`config.mk`:
```
export PLATFORM = sky130hd
export DESIGN_NAME = mac_seq_ctrl
export DESIGN_NICKNAME = d
export VERILOG_FILES = /design/src/rtl/mac_seq_ctrl.sv
export SDC_FILE = /design/constraint.sdc
export NUM_CORES = 1
export LEC_CHECK = 0
export BUFFER_PORTS_ARGS = -buffer_cell sky130_fd_sc_hd__buf_4
export CORE_AREA = 3 3 110 165
export DETAILED_ROUTE_END_ITERATION = 8
export DIE_AREA = 0 0 113 168
export GPL_TIMING_DRIVEN = 0
export PLACE_DENSITY = 0.73
export SKIP_LAST_GASP = 1
export SLEW_MARGIN = 20
export SYNTH_ARGS = -nofsm -noshare
export SYNTH_HDL_FRONTEND = slang
export SYNTH_SLANG_ARGS = --single-unit
```
`constraint.sdc`:
```
create_clock -name clk -period 6.2 [get_ports clk]
set_input_delay 0.31 -clock clk [delete_from_list [all_inputs] [get_ports clk]]
set_output_delay 0.31 -clock clk [all_outputs]
set_load 0.02 [all_outputs]
```
`src/rtl/mac_seq_ctrl.sv`:
```
//------------------------------------------------------------------------------
// Module   : mac_seq_ctrl
// Brief    : Dot-product sequencer around an iterative signed radix-4 Booth
//            multiplier. One start command clears the accumulator, takes N
//            operand pairs over valid/ready, multiplies each pair one Booth
//            digit per cycle, and adds every product into the accumulator.
//            Optional macro MAC_SAT_EN makes the accumulator saturate on
//            signed overflow instead of wrapping.
// Revision : 1.0 - initial release
//------------------------------------------------------------------------------
`default_nettype none

module mac_seq_ctrl #(
  parameter int DATA_WIDTH = 16,
  parameter int OUT_WIDTH  = 32,
  parameter int LEN_WIDTH  = 8
) (
  input  logic                  clk,
  input  logic                  rst,
  input  logic                  start,
  input  logic [LEN_WIDTH-1:0]  len,
  output logic                  busy,
  input  logic                  in_valid,
  output logic                  in_ready,
  input  logic [DATA_WIDTH-1:0] a,
  input  logic [DATA_WIDTH-1:0] b,
  output logic [OUT_WIDTH-1:0]  acc_out,
  output logic                  done,
  output logic                  ovf
);

  localparam int STEPS  = DATA_WIDTH / 2;
  localparam int STEP_W = (STEPS > 1) ? $clog2(STEPS) : 1;
  localparam int PP_W   = DATA_WIDTH + 2;   // wide enough for +/-2a of the most negative a
  localparam int PROD_W = 2 * DATA_WIDTH;

  localparam logic [STEP_W-1:0]    STEP_LAST = STEP_W'(STEPS - 1);
  localparam logic [LEN_WIDTH-1:0] CNT_ONE   = LEN_WIDTH'(1);

`ifdef MAC_SAT_EN
  localparam logic [OUT_WIDTH-1:0] ACC_MAX = {1'b0, {(OUT_WIDTH-1){1'b1}}};
  localparam logic [OUT_WIDTH-1:0] ACC_MIN = {1'b1, {(OUT_WIDTH-1){1'b0}}};
`endif

  typedef enum logic [2:0] {
    S_IDLE = 3'd0,
    S_LOAD = 3'd1,
    S_MUL  = 3'd2,
    S_ACC  = 3'd3,
    S_DONE = 3'd4
  } state_t;

  state_t                state_q, state_d;
  logic [DATA_WIDTH-1:0] a_q, a_d;
  // Multiplier shifted right two bits per step; bit 0 holds the implicit b[-1]=0.
  logic [DATA_WIDTH:0]   mult_q, mult_d;
  logic [PROD_W-1:0]     prod_q, prod_d;
  logic [STEP_W-1:0]     step_q, step_d;
  logic [LEN_WIDTH-1:0]  cnt_q, cnt_d;
  logic [OUT_WIDTH-1:0]  acc_q, acc_d;
  logic                  ovf_q, ovf_d;

  logic [PP_W-1:0]       pp;
  logic [PROD_W-1:0]     pp_shifted;
  logic [PROD_W-1:0]     prod_sum;
  logic [OUT_WIDTH-1:0]  prod_sext;
  logic [OUT_WIDTH-1:0]  acc_sum;
  logic                  add_ovf;
  logic [OUT_WIDTH-1:0]  acc_new;

  // Booth partial product for the current digit, shifted into place and summed.
  always_comb begin
    logic [PP_W-1:0] a_ext;
    a_ext = PP_W'($signed(a_q));
    pp    = '0;
    case (mult_q[2:0])
      3'b001, 3'b010: pp = a_ext;
      3'b011:         pp = a_ext << 1;
      3'b100:         pp = -(a_ext << 1);
      3'b101, 3'b110: pp = -a_ext;
      default:        pp = '0;
    endcase
    pp_shifted = PROD_W'($signed(pp)) << {step_q, 1'b0};
    prod_sum   = prod_q + pp_shifted;
  end

  // Accumulate the finished product, detect signed overflow, optionally clamp.
  always_comb begin
    prod_sext = OUT_WIDTH'($signed(prod_q));
    acc_sum   = acc_q + prod_sext;
    add_ovf   = (acc_q[OUT_WIDTH-1] == prod_sext[OUT_WIDTH-1]) &&
                (acc_sum[OUT_WIDTH-1] != acc_q[OUT_WIDTH-1]);
`ifdef MAC_SAT_EN
    // On overflow both operands share a sign, which is the sign of the true sum.
    if (add_ovf) begin
      acc_new = acc_q[OUT_WIDTH-1] ? ACC_MIN : ACC_MAX;
    end else begin
      acc_new = acc_sum;
    end
`else
    acc_new = acc_sum;
`endif
  end

  // Next-state and handshake outputs for the sequencer.
  always_comb begin
    state_d  = state_q;
    a_d      = a_q;
    mult_d   = mult_q;
    prod_d   = prod_q;
    step_d   = step_q;
    cnt_d    = cnt_q;
    acc_d    = acc_q;
    ovf_d    = ovf_q;
    done     = 1'b0;
    in_ready = 1'b0;
    busy     = (state_q != S_IDLE);

    case (state_q)
      S_IDLE: begin
        if (start) begin
          acc_d = '0;
          ovf_d = 1'b0;
          if (len != '0) begin
            cnt_d   = len;
            state_d = S_LOAD;
          end else begin
            state_d = S_DONE;
          end
        end
      end
      S_LOAD: begin
        in_ready = 1'b1;
        if (in_valid) begin
          a_d     = a;
          mult_d  = {b, 1'b0};
          prod_d  = '0;
          step_d  = '0;
          state_d = S_MUL;
        end
      end
      S_MUL: begin
        prod_d = prod_sum;
        mult_d = mult_q >> 2;
        if (step_q == STEP_LAST) begin
          step_d  = '0;
          state_d = S_ACC;
        end else begin
          step_d  = step_q + STEP_W'(1);
        end
      end
      S_ACC: begin
        acc_d = acc_new;
        ovf_d = ovf_q | add_ovf;
        cnt_d = cnt_q - CNT_ONE;
        if (cnt_q == CNT_ONE) begin
          state_d = S_DONE;
        end else begin
          state_d = S_LOAD;
        end
      end
      S_DONE: begin
        done    = 1'b1;
        state_d = S_IDLE;
      end
      default: begin
        state_d = S_IDLE;
      end
    endcase
  end

  // State and datapath registers; reset abandons any pair in flight.
  always_ff @(posedge clk) begin
    if (rst) begin
      state_q <= S_IDLE;
      a_q     <= '0;
      mult_q  <= '0;
      prod_q  <= '0;
      step_q  <= '0;
      cnt_q   <= '0;
      acc_q   <= '0;
      ovf_q   <= 1'b0;
    end else begin
      state_q <= state_d;
      a_q     <= a_d;
      mult_q  <= mult_d;
      prod_q  <= prod_d;
      step_q  <= step_d;
      cnt_q   <= cnt_d;
      acc_q   <= acc_d;
      ovf_q   <= ovf_d;
    end
  end

  assign acc_out = acc_q;
  assign ovf     = ovf_q;

endmodule

`default_nettype wire

```
==> results.txt <==
most frequent cells in the layout - nand2_1 (182), a21oi_1 (137), dfxtp_1 (112)
synthesized area - 9203 µm²
PD cells - 189.5 nW/µm²
placed cells - 1527
unrepaired setup endpoints after global routing - no
Util after Layout - 61.40%
adder-cell area share of the yosys netlist - 10.22%
Setup Skew - 9.054 ps
CTS tree - done
fin crit share - 91.84%
Unique masters post-synth - 83
Pre-Repair DR Iteration Count - 5
final slew viol count - 0
GRT Util Overall - 30.24%
crit end category - flip-flop
Fmax - 0.1756 GHz
# nets final - 1446
I/O Buffers - 78
Worst-path clk slew - 80 ps
total I/O pin count - 80
die area - 18980 µm²
Core ar. - 16840 µm²
Setup TNS - 0 ps
Mapped Avg Cell Area - 7.427 µm²
mux contribution to synthesized area - 4.636%
synth warn - 0
Synth Area in Compound Gates - 27.07%
Final Power - 1.959 mW
Setup Crit Path Kind - reg -> reg
Fillers - 1637
routed len/inst - 19.06 µm
Setup Fix Bufs, Post-CTS - 0
die width - 113 µm
DR vias/cell - 6.181
n_diodes - 0
synth top area cells - dfxtp_1 (24%), ha_1 (9.8%), a21oi_1 (7.5%)
r2r endpoint - prod_q[30]
DRC - 0
DRT iter0 DRCs - 733
Root Driver - clkbuf_16
Synth Area in Simple Gates - 22.86%
CP Max Fanout - 6
status - completed
Syn Nets - 1357
R2R cell count - 21
antenna violations before repair - 0
relative max-transition margin - 38.80%
Synth Flop Type - dfxtp_1
Async SR Flop Fraction - 0%
post-synthesis sequential area ratio - 24.36%
largest net degree at the start of global routing - 19
internal reg-to-reg setup slack - 510 ps
Congestion Overflow GR - 0
Max Cap Viol - 0
Final Non-Filler Cells - 1543
first-pass GRT wire length - 46290 µm
R2R Path Start - a_q[0]
multi-input logic area - 6545 µm²
Min-Delay Path Class - in -> reg
via count - 9538
Required @ worst endpoint - 6480 ps
post-route ant nets - 0
Hold Path Stages - 3
Synth Instances - 1239
TritonCTS buffer count - 9
Peak VDD IR - 0.1252 mV
Hold EP - a_q[10]
number of flops mapped to enable cells by yosys - 0
CTS Sinks - 112
min Tclk post-route - 5694 ps
XOR/XNOR Fraction of Synth Area - 6.281%
synthesis-stage register bit count - 112
Total Routed Length - 29400 µm
Final Setup Violations - 0
Post-CTS Resized - 0
area growth from synthesis to layout - 12.33%
hold_buf cts - 0
LEAKAGE - 4.402 nW
hold_sp - a[10]
Clock Path Buffers - 2
Worst Max-Slew Pin Slew - 918.0 ps
area leader, netlist - dfxtp_1
DP Wirelength - 22870 µm
Row Count - 58
Reg area - 2242 µm²
largest family of logic cells by synthesized area - compound AO/OA/AOI/OAI gates
Initial Utilization - 54.66%
Fin. Hold Viols - 0
CP arrival - 5980 ps
insertion delay to the later sink of the worst-skew pair - 370 ps
share of post-route cells with drive strength above 1 - 10.28%
area share of the leading cell type in the synthesized netlist - 24.36%
Die Y - 168 µm
htree depth - 3
routability cong. - 0.9978
vias in the first global route - 8935
commonest non-fill, non-tap cell in the layout - nand2_1
type of origin of the critical path - flip-flop
-- Yosys cell counts (4+ instances only) --
master,n
mux2i_1,28
mux2_2,9
a31o_2,4
o21bai_1,10
and3_1,5
o21a_1,5
buf_1,6
o22ai_1,9
inv_1,28
o211ai_1,10
clkbuf_1,63
a22oi_1,14
xnor2_1,34
nor2_1,93
a311oi_1,15
nor3_1,17
o21ai_1,4
dfxtp_1,112
o31ai_1,7
nand2b_1,8
nand3b_1,5
or4_1,5
o221ai_1,5
and2_1,12
a31oi_1,17
a211oi_1,16
a21o_1,27
or2_2,5
a21boi_0,4
ha_1,72
nand2_1,182
buf_2,6
nand3_1,76
xor2_1,32
o21ai_0,62
a221oi_1,7
a21oi_1,137
nor2b_1,6
nand4_1,9
-- report_power, final --
part | leakage (nW) | internal [mW] | switching, mW
Combinational | 3.36 | 0.216 | 0.393
Sequential | 0.906 | 0.748 | 0.0229
Clock | 0.135 | 0.286 | 0.293
-- per-stage QoR --
stage	hold slack, ps	cell area [µm²]	setup slack, ps
finish	178.6	10340	506.2
global route	178.0	10340	153.9
CTS	173.2	10340	669.7
detailed placement	461.8	10060	685.4
global placement	457.9	10050	721.0
floorplan	443.4	9203	1736
-- registers in the layout, summed over array words and instances, names as in the netlist --
name     cells
acc_out     32
cnt_q        8
state_q      3
prod_q      32
a_q         16
step_q       3
ovf          1
mult_q      17
-- layer usage --
metal  share of wire [%]  up-vias  global-route usage [%]  wire length (µm)
li1                    -     4706                       -                 -
met1                  41     4497                   35.99             12130
met2                  51      266                   53.79             14880
met3                 3.8       69                   3.344              1111
met4                 4.4        0                   14.07              1285
met5                   0        -                       0                 0
-- worst max path at each step --
stage	startpoint	to	slack (ps)
floorplan	a_q[0]	prod_q[31]	1740
global placement	a_q[0]	prod_q[31]	720
detailed placement	a_q[0]	prod_q[31]	690
CTS	a_q[0]	prod_q[30]	670
global route	a_q[0]	prod_q[30]	150
finish	a_q[0]	prod_q[30]	510
-- logic make-up after synthesis --
kind of cell,Yosys count
AO/OA/AOI/OAI,389
adder cells (fa/ha/maj),74
XOR/XNOR,66
AND/OR/NAND/NOR,451
multiplexers,39
buffers and inverters,108
flip-flops,112
-- worst max-delay path, cell delays in order, from the launching register on --
cell      delay [ps]
dfxtp_1          390
inv_1            180
ha_1             230
nor3b_1          500
nand2_2          180
o21ai_0          230
xor2_1           100
o21ai_0          160
o21ai_0          160
o21ai_0          570
o22ai_1          190
a21oi_1          290
ha_1             370
nand3_1          190
o221ai_1         160
a221oi_1         340
a31oi_1          240
a221oi_1         470
o21bai_1         150
a21oi_1          190
xor2_1            80
a211oi_1         220
-- cell type report --
cell class / instances / share of cell area [%]
repair buffers: 78 / 5.664
clock inverters: 6 / 0.4115
clock buffers: 10 / 2.312
inverters: 31 / 1.126
well taps: 210 / 2.542
plain buffers: 77 / 2.941
flip-flops and latches: 112 / 21.69
multi-input cells: 1019 / 63.31
(Power assumes the default switching activity.)
